### config.mk
export PLATFORM = sky130hd
export DESIGN_NAME = pipe_stage_reg
export DESIGN_NICKNAME = d
export VERILOG_FILES = /design/src/rtl/pipe_pkg.sv /design/src/rtl/pipe_entry_reg.sv /design/src/rtl/pipe_stage_reg.sv
export SDC_FILE = /design/constraint.sdc
export NUM_CORES = 1
export LEC_CHECK = 0
export ABC_AREA = 1
export BUFFER_PORTS_ARGS = -buffer_cell sky130_fd_sc_hd__buf_2
export CAP_MARGIN = 25
export CORE_ASPECT_RATIO = 1.1
export CORE_MARGIN = 8
export CORE_UTILIZATION = 51
export CTS_BUF_LIST = sky130_fd_sc_hd__clkbuf_8
export DETAILED_ROUTE_END_ITERATION = 8
export GPL_ROUTABILITY_DRIVEN = 0
export PLACE_DENSITY = 0.78
export SLEW_MARGIN = 20
export SYNTH_ARGS = -nofsm -noshare
export SYNTH_HDL_FRONTEND = slang
export SYNTH_SLANG_ARGS = --single-unit
### constraint.sdc
create_clock -name clk_i -period 1.65 [get_ports clk_i]
set_clock_uncertainty 0.15 [all_clocks]
set_input_delay 0.165 -clock clk_i [delete_from_list [all_inputs] [get_ports clk_i]]
set_output_delay 0.165 -clock clk_i [all_outputs]
set_load 0.05 [all_outputs]
### src/rtl/pipe_pkg.sv
// Shared stage-register definitions: state encoding and occupancy constants
// used by every pipeline stage built on pipe_stage_reg.
package pipe_pkg;

  typedef enum logic [1:0] {
    ST_EMPTY = 2'd0,
    ST_ONE   = 2'd1,
    ST_TWO   = 2'd2
  } stage_state_e;

  localparam logic [1:0] OCC_EMPTY = 2'd0;
  localparam logic [1:0] OCC_ONE   = 2'd1;
  localparam logic [1:0] OCC_TWO   = 2'd2;

  function automatic logic [1:0] occ_of(input stage_state_e st);
    case (st)
      ST_ONE:  return OCC_ONE;
      ST_TWO:  return OCC_TWO;
      default: return OCC_EMPTY;
    endcase
  endfunction

endpackage

### src/rtl/pipe_entry_reg.sv
// One stage slot (valid + ctrl + data) with load enable and synchronous clear; 1-cycle load.
// No handshake of its own: the owning stage decides when to load, so backpressure lives there.
module pipe_entry_reg #(
  parameter int unsigned       CTRL_W      = 16,
  parameter int unsigned       DATA_W      = 32,
  parameter logic [CTRL_W-1:0] BUBBLE_CTRL = '0
) (
  input  logic              clk_i,
  input  logic              rst_i,
  input  logic              clr,
  input  logic              load_en,
  input  logic              d_vld,
  input  logic [CTRL_W-1:0] d_ctrl,
  input  logic [DATA_W-1:0] d_dat,
  output logic              q_vld,
  output logic [CTRL_W-1:0] q_ctrl,
  output logic [DATA_W-1:0] q_dat
);

  always_ff @(posedge clk_i or negedge rst_i) begin
    if (!rst_i) begin
      q_vld  <= 1'b0;
      q_ctrl <= BUBBLE_CTRL;
      q_dat  <= '0;
    end else if (clr) begin
      q_vld  <= 1'b0;
      q_ctrl <= BUBBLE_CTRL;
      q_dat  <= '0;
    end else if (load_en) begin
      q_vld  <= d_vld;
      q_ctrl <= d_vld ? d_ctrl : BUBBLE_CTRL;
      // An emptied slot keeps its last payload; only ctrl turns into a bubble.
      if (d_vld) q_dat <= d_dat;
    end
  end

endmodule

### src/rtl/pipe_stage_reg.sv
// Pipeline stage register, 1-cycle latency, full throughput; SKID=1 adds a skid slot so
// in_ready_o is registered, SKID=0 holds one entry with in_ready_o = !out_valid_o || out_ready_i.
module pipe_stage_reg
  import pipe_pkg::*;
#(
  parameter int unsigned       DATA_W      = 32,
  parameter int unsigned       CTRL_W      = 16,
  parameter int unsigned       SKID        = 1,
  parameter logic [CTRL_W-1:0] BUBBLE_CTRL = '0
) (
  input  logic              clk_i,
  input  logic              rst_i,
  input  logic              flush_enable_i,
  input  logic              in_valid_i,
  output logic              in_ready_o,
  input  logic [CTRL_W-1:0] in_ctrl_i,
  input  logic [DATA_W-1:0] in_data_i,
  output logic              out_valid_o,
  input  logic              out_ready_i,
  output logic [CTRL_W-1:0] out_ctrl_o,
  output logic [DATA_W-1:0] out_data_o,
  output logic [1:0]        occupancy_o
);

  stage_state_e      state_q, state_d;
  logic              in_rdy_q;
  logic              push, pop;
  logic              main_load, main_d_vld, main_from_skid;
  logic [CTRL_W-1:0] main_d_ctrl;
  logic [DATA_W-1:0] main_d_dat;
  logic              main_vld;
  logic              skid_load, skid_d_vld;
  logic              skid_vld;
  logic [CTRL_W-1:0] skid_ctrl;
  logic [DATA_W-1:0] skid_dat;

  assign push = in_valid_i & in_ready_o;
  assign pop  = main_vld & out_ready_i;

  always_ff @(posedge clk_i or negedge rst_i) begin
    if (!rst_i) begin
      state_q  <= ST_EMPTY;
      in_rdy_q <= 1'b1;
    end else begin
      state_q  <= state_d;
      in_rdy_q <= (state_d != ST_TWO);
    end
  end

  always_comb begin
    state_d        = state_q;
    main_load      = 1'b0;
    main_d_vld     = 1'b0;
    main_from_skid = 1'b0;
    skid_load      = 1'b0;
    skid_d_vld     = 1'b0;
    case (state_q)
      ST_EMPTY: begin
        if (push) begin
          state_d    = ST_ONE;
          main_load  = 1'b1;
          main_d_vld = 1'b1;
        end
      end
      ST_ONE: begin
        if (push && pop) begin
          main_load  = 1'b1;
          main_d_vld = 1'b1;
        end else if (push) begin
          // Only reachable with SKID=1: single-entry mode never accepts without a pop.
          state_d    = ST_TWO;
          skid_load  = 1'b1;
          skid_d_vld = 1'b1;
        end else if (pop) begin
          state_d    = ST_EMPTY;
          main_load  = 1'b1;
        end
      end
      ST_TWO: begin
        if (pop) begin
          state_d        = ST_ONE;
          main_load      = 1'b1;
          main_d_vld     = skid_vld;
          main_from_skid = 1'b1;
          skid_load      = 1'b1;
        end
      end
      default: state_d = ST_EMPTY;
    endcase
    if (flush_enable_i) state_d = ST_EMPTY;
  end

  assign main_d_ctrl = main_from_skid ? skid_ctrl : in_ctrl_i;
  assign main_d_dat  = main_from_skid ? skid_dat  : in_data_i;

  pipe_entry_reg #(
    .CTRL_W      (CTRL_W),
    .DATA_W      (DATA_W),
    .BUBBLE_CTRL (BUBBLE_CTRL)
  ) u_main (
    .clk_i   (clk_i),
    .rst_i   (rst_i),
    .clr     (flush_enable_i),
    .load_en (main_load),
    .d_vld   (main_d_vld),
    .d_ctrl  (main_d_ctrl),
    .d_dat   (main_d_dat),
    .q_vld   (main_vld),
    .q_ctrl  (out_ctrl_o),
    .q_dat   (out_data_o)
  );

  generate
    if (SKID != 0) begin : g_skid
      pipe_entry_reg #(
        .CTRL_W      (CTRL_W),
        .DATA_W      (DATA_W),
        .BUBBLE_CTRL (BUBBLE_CTRL)
      ) u_skid (
        .clk_i   (clk_i),
        .rst_i   (rst_i),
        .clr     (flush_enable_i),
        .load_en (skid_load),
        .d_vld   (skid_d_vld),
        .d_ctrl  (in_ctrl_i),
        .d_dat   (in_data_i),
        .q_vld   (skid_vld),
        .q_ctrl  (skid_ctrl),
        .q_dat   (skid_dat)
      );
      assign in_ready_o = in_rdy_q;
    end else begin : g_single
      assign skid_vld   = 1'b0;
      assign skid_ctrl  = BUBBLE_CTRL;
      assign skid_dat   = '0;
      assign in_ready_o = !main_vld || out_ready_i;
    end
  endgenerate

  assign out_valid_o = main_vld;
  assign occupancy_o = occ_of(state_q);

endmodule

# == Word level (Yosys, flattened, before mapping) ==
# Index checks and enable logic that the tools add are counted.
# totals
ff_bits,101
latch_bits,0
mem_bits_rw,0
rom_bits,0
inputBits,53
output_inout_bits,52
wordCells,59
n_memories,0
# op_classes
addsub,0
multipliers,0
n_div,0
magnitude_cmp,0
n_eq_ne,3
shifts,0
mux,38
bitwise,2
reduce_logical,8
# op_table
op,count
$mux W32,7
$mux W16,7
$mux W1,13
$mux W2,6
$reduce_bool A2 Y1,4
$pmux W1 S3,2
$pmux W2 S3,1
$pmux W2 S2,1
$reduce_and A2 Y1,2
$and A1 B1 Y1,2
$eq A2 B1 Y1 const B,1
$eq A2 B2 Y1 const B,1
$logic_not A2 Y1,1
$ne A2 B2 Y1 const B,1
$pmux W1 S2,1
$logic_and A1 B1 Y1,1

# == Longest topological paths before layout ==
# Gate-level depths: netlist (run 1).
# logic_depth
word_depth,7
mapped_depth,10
depth_no_buf,9

# == By module ==
# A second synthesis (run 1) with hierarchy kept.
# hier_totals
hier_cells,646
area_unflattened_um2,5203.7
# by_module_without_submodules
module,instances,cells_per_inst,area_per_inst_um2,seq_area_each_um2
pipe_entry_reg,2,221,2123.3,1226.2
pipe_stage_reg,1,204,957.2,76.3

# == Worst setup path before layout (run 1) ==
# Ideal clock, no wire load.
# synth_timing
path_kind,register -> register
from,register state_q[1]
to,register u_main.q_dat[10]
setup_time_ns,0.120
arrival_ns,1.836
required_time_ns,1.380
setup_slack_ns,-0.456
stages_incl_launch_ff,11
n_path_buf,1
period_less_slack_ns,2.106
cell_sequence,dfrtp_1 -> inv_1 -> ha_1 -> inv_1 -> nor2_1 -> nand2_1 -> nand3_2 -> nand2_1 -> buf_2 -> nand3_1 -> nand2_1
# synth_via
elab_chain_cells,6
elab_cells_between_ends,13
cone_classes,eq/ne: 2; mux: 7; reduce/logical: 4
# synth_lines
item,line,text
"start, declared",pipe_stage_reg.sv:25,"stage_state_e state_q, state_d;"
"start signal, assigned",pipe_stage_reg.sv:45,state_q <= state_d;
$eq A2 B2 Y1,pipe_stage_reg.sv:57,case (state_q)
$mux W1,pipe_stage_reg.sv:57,
$mux W32,pipe_stage_reg.sv:94,assign main_d_dat = main_from_skid ? skid_dat : in_data_i;
$mux W32,pipe_entry_reg.sv:33,if (d_vld) q_dat <= d_dat;
$mux W32,pipe_entry_reg.sv:29,end else if (load_en) begin
$mux W32,pipe_entry_reg.sv:25,end else if (clr) begin
"end signal, assigned",pipe_entry_reg.sv:33,
"end, declared",pipe_entry_reg.sv:17,output logic [DATA_W-1:0] q_dat
# Several ways; a longest one is shown, not always the timed one. The select of a mux whose other input is x is not followed.
# A chain may end at the register's enable or synchronous reset.

# == Worst setup path after layout (run 1) ==
# layout_timing
from,register state_q[0]
to,register u_main.q_dat[2]
# Same word-level chain as after synthesis.

==> qor.yml, run 1 <==
logic_synthesis:
  netlist_instances: 636
  synth_nets: 694
  ys_warn_count: 0
  avgSynthCellArea_um2: 7.743
  ys_ff_latch: 101
  syn_area_um2: 4925
  ys_seq_area_share_pct: 51.35
  ys_types: 21
sta:
  hold_viol: 0
  slew_viol_final: 0
  min_period_ps: 1809
  slew_headroom_pct: 70.46
  finalSetupViolCount: 100
  rsz0062_at_grt: "yes"
  layout_setup_ws_ps: -158.5
  timing.fmax_ghz: 0.5529
  hold_ws_ps: 25.24
  timing.final.crit_share_pct: 109.6
  tightest_slew_ps: 443.1
placed_design:
  hpwlAfterDp_um: 9166
  place_area_um2: 5809
  portBuffers: 104
  dp.cells: 842
global_route:
  grt_pass1_vias: 4975
  grtUsageTotal_pct: 23.77
  grt_pass1_wl_um: 24640
  grt_overflow: 0
  grt_max_degree: 72
  antenna_found_initial: 0
floorplan:
  die_area_um2: 13060
  io_pins: 105
  fp.dieH_um: 119.1
  die_x_um: 109.7
  fp.coreArea_um2: 9398
  start_util_pct: 52.40
  rows: 37
final_layout:
  utilization_pct: 75.36
  area_delta_synth_final_pct: 43.80
  final_nets: 867
  layout-drive-gt1-share_pct: 27.40
  register_area_um2: 2530
  n_antenna_cell: 0
  finalNonFillerCells: 931
  stdcell_area_um2: 7082
  nFillCells: 611
  multi_input_area_um2: 2372
drt:
  drt_wl_total_um: 16190
  ant_nets: 0
  drtIter0Drc: 508
  vias_per_cell: 5.606
  num_vias: 5219
  routedWlPerCell_um: 17.39
  drt-pass1-iter-count: 8
  drc: 0
power_and_ir_drop:
  power_mw: 6.823
  peakVddDrop_mv: 0.6482
  p_leak_nw: 3.944
  p_per_area_nw_per_um2: 963.4
run:
  timing.max_cap.violations: 0
critical_path:
  critPathMaxFanout: 8
  worstSetupPathType: "reg2reg"
  worst_setup_path_end_kind: "flip-flop"
  r2r_cells: 9
  rrSetupSlack_ps: -160
  cp.required_ps: 1810
  r2r-end: "u_main.q_dat[2]"
  r2r-start: "state_q[0]"
  arrival_ps: 1970
  critPathLaunch: "state_q[0]"
  start_kind: "flip-flop"
clock_network:
  path_clk_slew_ps: 110
  clk_path_buf_depth: 2
  cts_tree: "built"
  htree_num_levels: 3
  root_buffer: "clkbuf_8"
  cts_buffers: 9
  clk_latency_ps: 390
  cts_sinks: 101
run_status:
  violations: "setup timing"
  status: "complete, but fails checks"
worst_hold_path:
  hold_path.startpoint: "flush_enable_i"
  min_path_cells: 3
  min_to: "in_ready_o"
  hp-class: "in2reg"
## where the power goes
| part | switching (mW) | internal, mW | total, mW |
|---|---|---|---|
| sequential | 0.133 | 2.66 | 2.79 |
| combinational | 1.46 | 0.768 | 2.22 |
| clock | 0.930 | 0.876 | 1.81 |
## kinds of logic after synthesis
group	after synthesis	share of synthesized area, %
compound gates	2	0.2794
simple gates	471	41.54
fa+ha+maj	5	1.270
buf+inv	57	5.564
flops	101	51.35
## final cells by class
type / instances / share of cell area (%)
Timing Repair Buffer: 206 / 24.79
Sequential cell: 101 / 35.72
Clock inverter: 7 / 1.466
Clock buffer: 9 / 1.749
Tap cell: 117 / 2.067
Inverter: 11 / 0.7067
Multi-Input combinational cell: 480 / 33.50
## cell usage after synthesis
cell type  instances  area share, %
a21oi_1            1           0.10
buf_1              6           0.46
nor2_4             3           0.69
nor2_1             5           0.38
buf_4              3           0.46
a21oi_2            1           0.18
buf_6              3           0.69
inv_1              8           0.61
nand2_1          337             26
dfstp_2            1           0.53
ha_1               5            1.3
nand2_2            3           0.38
inv_2              2           0.15
nand4_1           66            8.4
dfrtp_1          100             51
buf_2             21            2.1
clkbuf_1          13           0.99
nand3_1           55            5.6
nand2_4            1           0.23
clkinv_1           1          0.076
nand3_2            1           0.20
## state kept, by name, indices dropped and copies added, names as in the netlist
| signal | flops |
|---|---|
| in_ready_o | 1 |
| u_main.q_dat | 32 |
| state_q | 2 |
| g_skid.u_skid.q_ctrl | 16 |
| g_skid.u_skid.q_dat | 32 |
| u_main.q_vld | 1 |
| u_main.q_ctrl | 16 |
| g_skid.u_skid.q_vld | 1 |
## critical path, stage by stage, from the launching register on
cell and delay [ps]:
dfrtp_1 410, inv_2 90, buf_6 120, ha_4 150, nand2_2 140, nand3_4 170, nand2_8 160, clkbuf_16 180
nand3_1 80, nand2_1 80
## through the flow
step	setup TNS [ps]	worst slack (ps)
final	-7796	-158.5
after global routing	-14900	-241.6
after CTS	-1419	-64.88
after detailed placement	-10310	-200.2
after global placement	-4229	-92.65
after floorplan	-9036	-149.7
## repair_timing
| item | CTS | global route |
|---|---|---|
| pin swaps | 27 | 20 |
| endpoints found under the setup margin | 102 | 103 |
| cloned | 5 | 2 |
| hold buffers | 49 | 0 |
| hold endpoints to repair | 169 | 0 |
| gates resized for setup | 53 | 25 |
| setup buffers | 19 | 2 |
## cell usage in the layout, fill, tap and decap left out, drive strengths merged
cell type    Yosys  final
dlygate4sd3      0     49
dfrtp          100    100
bufinv           0      2
dfstp            1      1
ha               5      5
buf             33    155
nor2             8      8
inv             10     12
nand4           66     66
nand2          341    343
a21oi            2      2
clkbuf          13     11
clkinv           1      4
nand3           56     56
## how the worst max path moves through the flow
stage,endpoint,slack [ps],cells after the start
final,u_main.q_dat[2],-160,9
after global routing,u_main.q_dat[9],-240,9
after CTS,occupancy_o[0],-60,4
after detailed placement,g_skid.u_skid.q_ctrl[7],-200,8
after global placement,g_skid.u_skid.q_ctrl[4],-90,8
after floorplan,g_skid.u_skid.q_ctrl[0],-150,10
## layer usage
layer	vias to the layer above	GRT usage [%]	share of wire (%)
met1	2471	29.55	39
li1	2422	-	-
met2	275	38.91	50
met4	0	11.07	3.4
met5	-	0	0
met3	51	4.261	7.6
Power figures use the tool's default switching activity.
==> run 2: changes to the inputs <==
clock period = 1.6 ns   (was 1.65 ns; I/O delays follow)
==> run 2 against run 1 <==
  * The flow still finishes with violations (setup timing)
  * Non-clock buffer count rose by 1
  * Sequential share of layout area down 0.62 points
  * Worst hold slack better by 29 ps
  * Setup slack got worse by 69 ps
  * Via count is 3.4% higher
  * Sequential power rose by 3%
  * Core utilization grew 1.3 points
  * Final area increased by 1.8%
  * Final cell count up 0.32%
  * Largest power group unchanged
  * Highest routed layer unchanged
==> qor.yml, run 2 (same netlist as run 1, synthesis figures left out) <==
global_route:
  grtUsageTotal_pct: 21.79  # -2.0 points
  grt_max_degree: 59  # -18%
  grt_pass1_vias: 4841  # -2.7%
  antenna_found_initial: 1  # +1
  grt_pass1_wl_um: 23050  # -6.4%
  grt_overflow: 0  # unchanged
critical_path:
  start_kind: "flip-flop"
  path_cells: "inv_2, ha_4, inv_2, nor2_4, buf_12, buf_8, nand2_1, nand2_1, nand4_1, nand2_1"
  rrSetupSlack_ps: -230  # -70 ps
  critical_path.max_stage_delay_ps: 410  # about the same
  worstSetupPathType: "reg2reg"
  critPathMaxFanout: 9  # +1
  critPathBufInv: 4  # +1
  crit_path_frequent_cell: "nand2_1"
  arrival_ps: 1980  # about the same
  cp_top_family: "simple AND/OR/NAND/NOR gates"
  cp.required_ps: 1760  # -50 ps
  worst_setup_path_end_kind: "flip-flop"
  worst_path_max_delay_cell: "dfrtp_1"
drt:
  drt-pass1-iter-count: 5  # -3
  num_vias: 5398  # +3.4%
  drtIter0Drc: 461  # -9.3%
  ant_nets: 0  # unchanged
  vias_per_cell: 5.779  # +3.1%
  drc: 0  # unchanged
  routedWlPerCell_um: 18.82  # +8.2%
  drt_wl_total_um: 17580  # +8.6%
clock_network:
  cts_tree: "built"
  htree_num_levels: 3  # unchanged
  root_buffer: "clkbuf_8"
  cts_buffers: 9  # unchanged
  path_clk_slew_ps: 100  # about the same
  clk_path_buf_depth: 2  # unchanged
  cts_sinks: 101  # unchanged
  clk_latency_ps: 370  # -20 ps
floorplan:
  fp.coreArea_um2: 9398  # unchanged
  die_area_um2: 13060  # unchanged
  start_util_pct: 52.40  # unchanged
  fp.dieH_um: 119.1  # unchanged
  die_x_um: 109.7  # unchanged
  rows: 37  # unchanged
  io_pins: 105  # unchanged
sta:
  rsz0062_at_grt: "yes"
  hold_viol: 0  # unchanged
  tightest_slew_ps: 287.0  # -156.1 ps
  timing.final.crit_share_pct: 114.2  # +4.6 points
  finalSetupViolCount: 102  # +2.0%
  timing.fmax_ghz: 0.5471  # -1.1%
  slew_viol_final: 0  # unchanged
  slew_headroom_pct: 80.87  # +10 points
  layout_setup_ws_ps: -227.9  # -69.36 ps
  min_period_ps: 1828  # +19.36 ps
final_layout:
  multi_input_area_um2: 2407  # +1.5%
  utilization_pct: 76.69  # +1.3 points
  final_cell_mix: "nand2_1 (297), buf_2 (100), dfrtp_1 (99)"
  reg_top3: "g_skid.u_skid.q_dat: 32 flops, u_main.q_dat: 32 flops"
  layout-drive-gt1-share_pct: 29.69  # +2.3 points
  final_nets: 868  # +0.12%
  stdcell_area_um2: 7207  # +1.8%
  area_delta_synth_final_pct: 46.34
  register_area_um2: 2530  # unchanged
  final_common_cell: "nand2_1"
  nFillCells: 587  # -3.9%
run_status:
  violations: "setup timing"
  status: "complete, but fails checks"
power_and_ir_drop:
  peakVddDrop_mv: 0.7169  # +11%
  power_mw: 6.950  # +1.9%
  p_leak_nw: 4.066  # +3.1%
  p_per_area_nw_per_um2: 964.3  # about the same
placed_design:
  place_area_um2: 5747  # -1.1%
  portBuffers: 104  # unchanged
  hpwlAfterDp_um: 8851  # -3.4%
worst_hold_path:
  hp-class: "in2async"
run:
  timing.max_cap.violations: 0  # unchanged
## run 2: cell types whose count changed in the layout (fill, tap and decap cells not counted), moves of 5 or more
cell | before | now
clkbuf_16 | 2 | 10
buf_6 | 11 | 6
nand2_4 | 6 | 19
nand3_2 | 7 | 1
nand3_1 | 45 | 54
nand2_2 | 10 | 27
nand2_1 | 325 | 297
## run 2: area by class of cell
| type | instances | area share, % |
|---|---|---|
| flip-flops and latches | 101 | 35.10 |
| multi-input cells | 480 | 33.40 |
| repair buffers | 207 | 25.76 |
| clock buffers | 12 | 2.292 |
| well taps | 117 | 2.031 |
| inverters | 11 | 0.6944 |
| clock inverters | 4 | 0.6424 |
| diodes | 2 | 0.06944 |
## run 2: where the power goes
part | total, mW | internal (mW) | switching, mW | leakage [nW]
Clock | 1.72 | 0.845 | 0.871 | 0.110
Combinational | 2.37 | 0.824 | 1.54 | 2.58
Sequential | 2.87 | 2.74 | 0.124 | 1.38
Total | 6.95 | 4.41 | 2.54 | 4.07
## run 2: worst reg2reg max path, cell delays in order, from the launching register on
cell and delay, ps:
dfrtp_1 410, inv_2 140, ha_4 170, inv_2 40, nor2_4 150, buf_12 170, buf_8 150, nand2_1 60
nand2_1 80, nand4_1 140, nand2_1 100
## run 2: repair_timing
action                                  in CTS  in global routing
hold buffers                                49                  0
gates cloned                                 2                 14
buffers inserted                             2                  8
gates resized for setup                     19                 78
pin swaps                                    2                 44
endpoints found under the setup margin     100                103
endpoints found under the hold margin      163                  0
## run 2: path summary, 6_finish.rpt
kind / cells past startpoint / startpoint / endpoint
worst max-delay path: 10 / state_q[0] / u_main.q_dat[0]
worst min-delay path: 2 / rst_i / u_main.q_ctrl[3]
worst max register to register: 10 / state_q[0] / u_main.q_dat[0]
worst min register to register: 2 / g_skid.u_skid.q_dat[22] / g_skid.u_skid.q_dat[22]
max in group asynchronous: 3 / rst_i / in_ready_o
min in group clk_i: 3 / flush_enable_i / in_ready_o
## run 2: per-stage QoR
step / hold slack (ps) / instances / TNS [ps] / setup WS, ps
2_1_floorplan: -285.6 / 636 / -13770 / -199.7
3_3_place_gp: -93.81 / 842 / -3863 / -87.65
3_5_place_dp: -87.99 / 842 / -8267 / -180.9
4_1_cts: 24.73 / 911 / -6016 / -95.67
5_1_grt: 51.83 / 933 / -19940 / -281.7
6_report: 54.50 / 934 / -13810 / -227.9
## run 2: per-layer routing
| layer | track usage (%) | part of all wire, % | vias to the layer above | routed length, um |
|---|---|---|---|---|
| li1 | - | - | 2421 | - |
| met1 | 27.32 | 36 | 2510 | 6393 |
| met5 | 0 | 0 | - | 0 |
| met2 | 35.09 | 48 | 361 | 8418 |
| met3 | 4.315 | 9.4 | 106 | 1647 |
| met4 | 10.23 | 6.3 | 0 | 1116 |
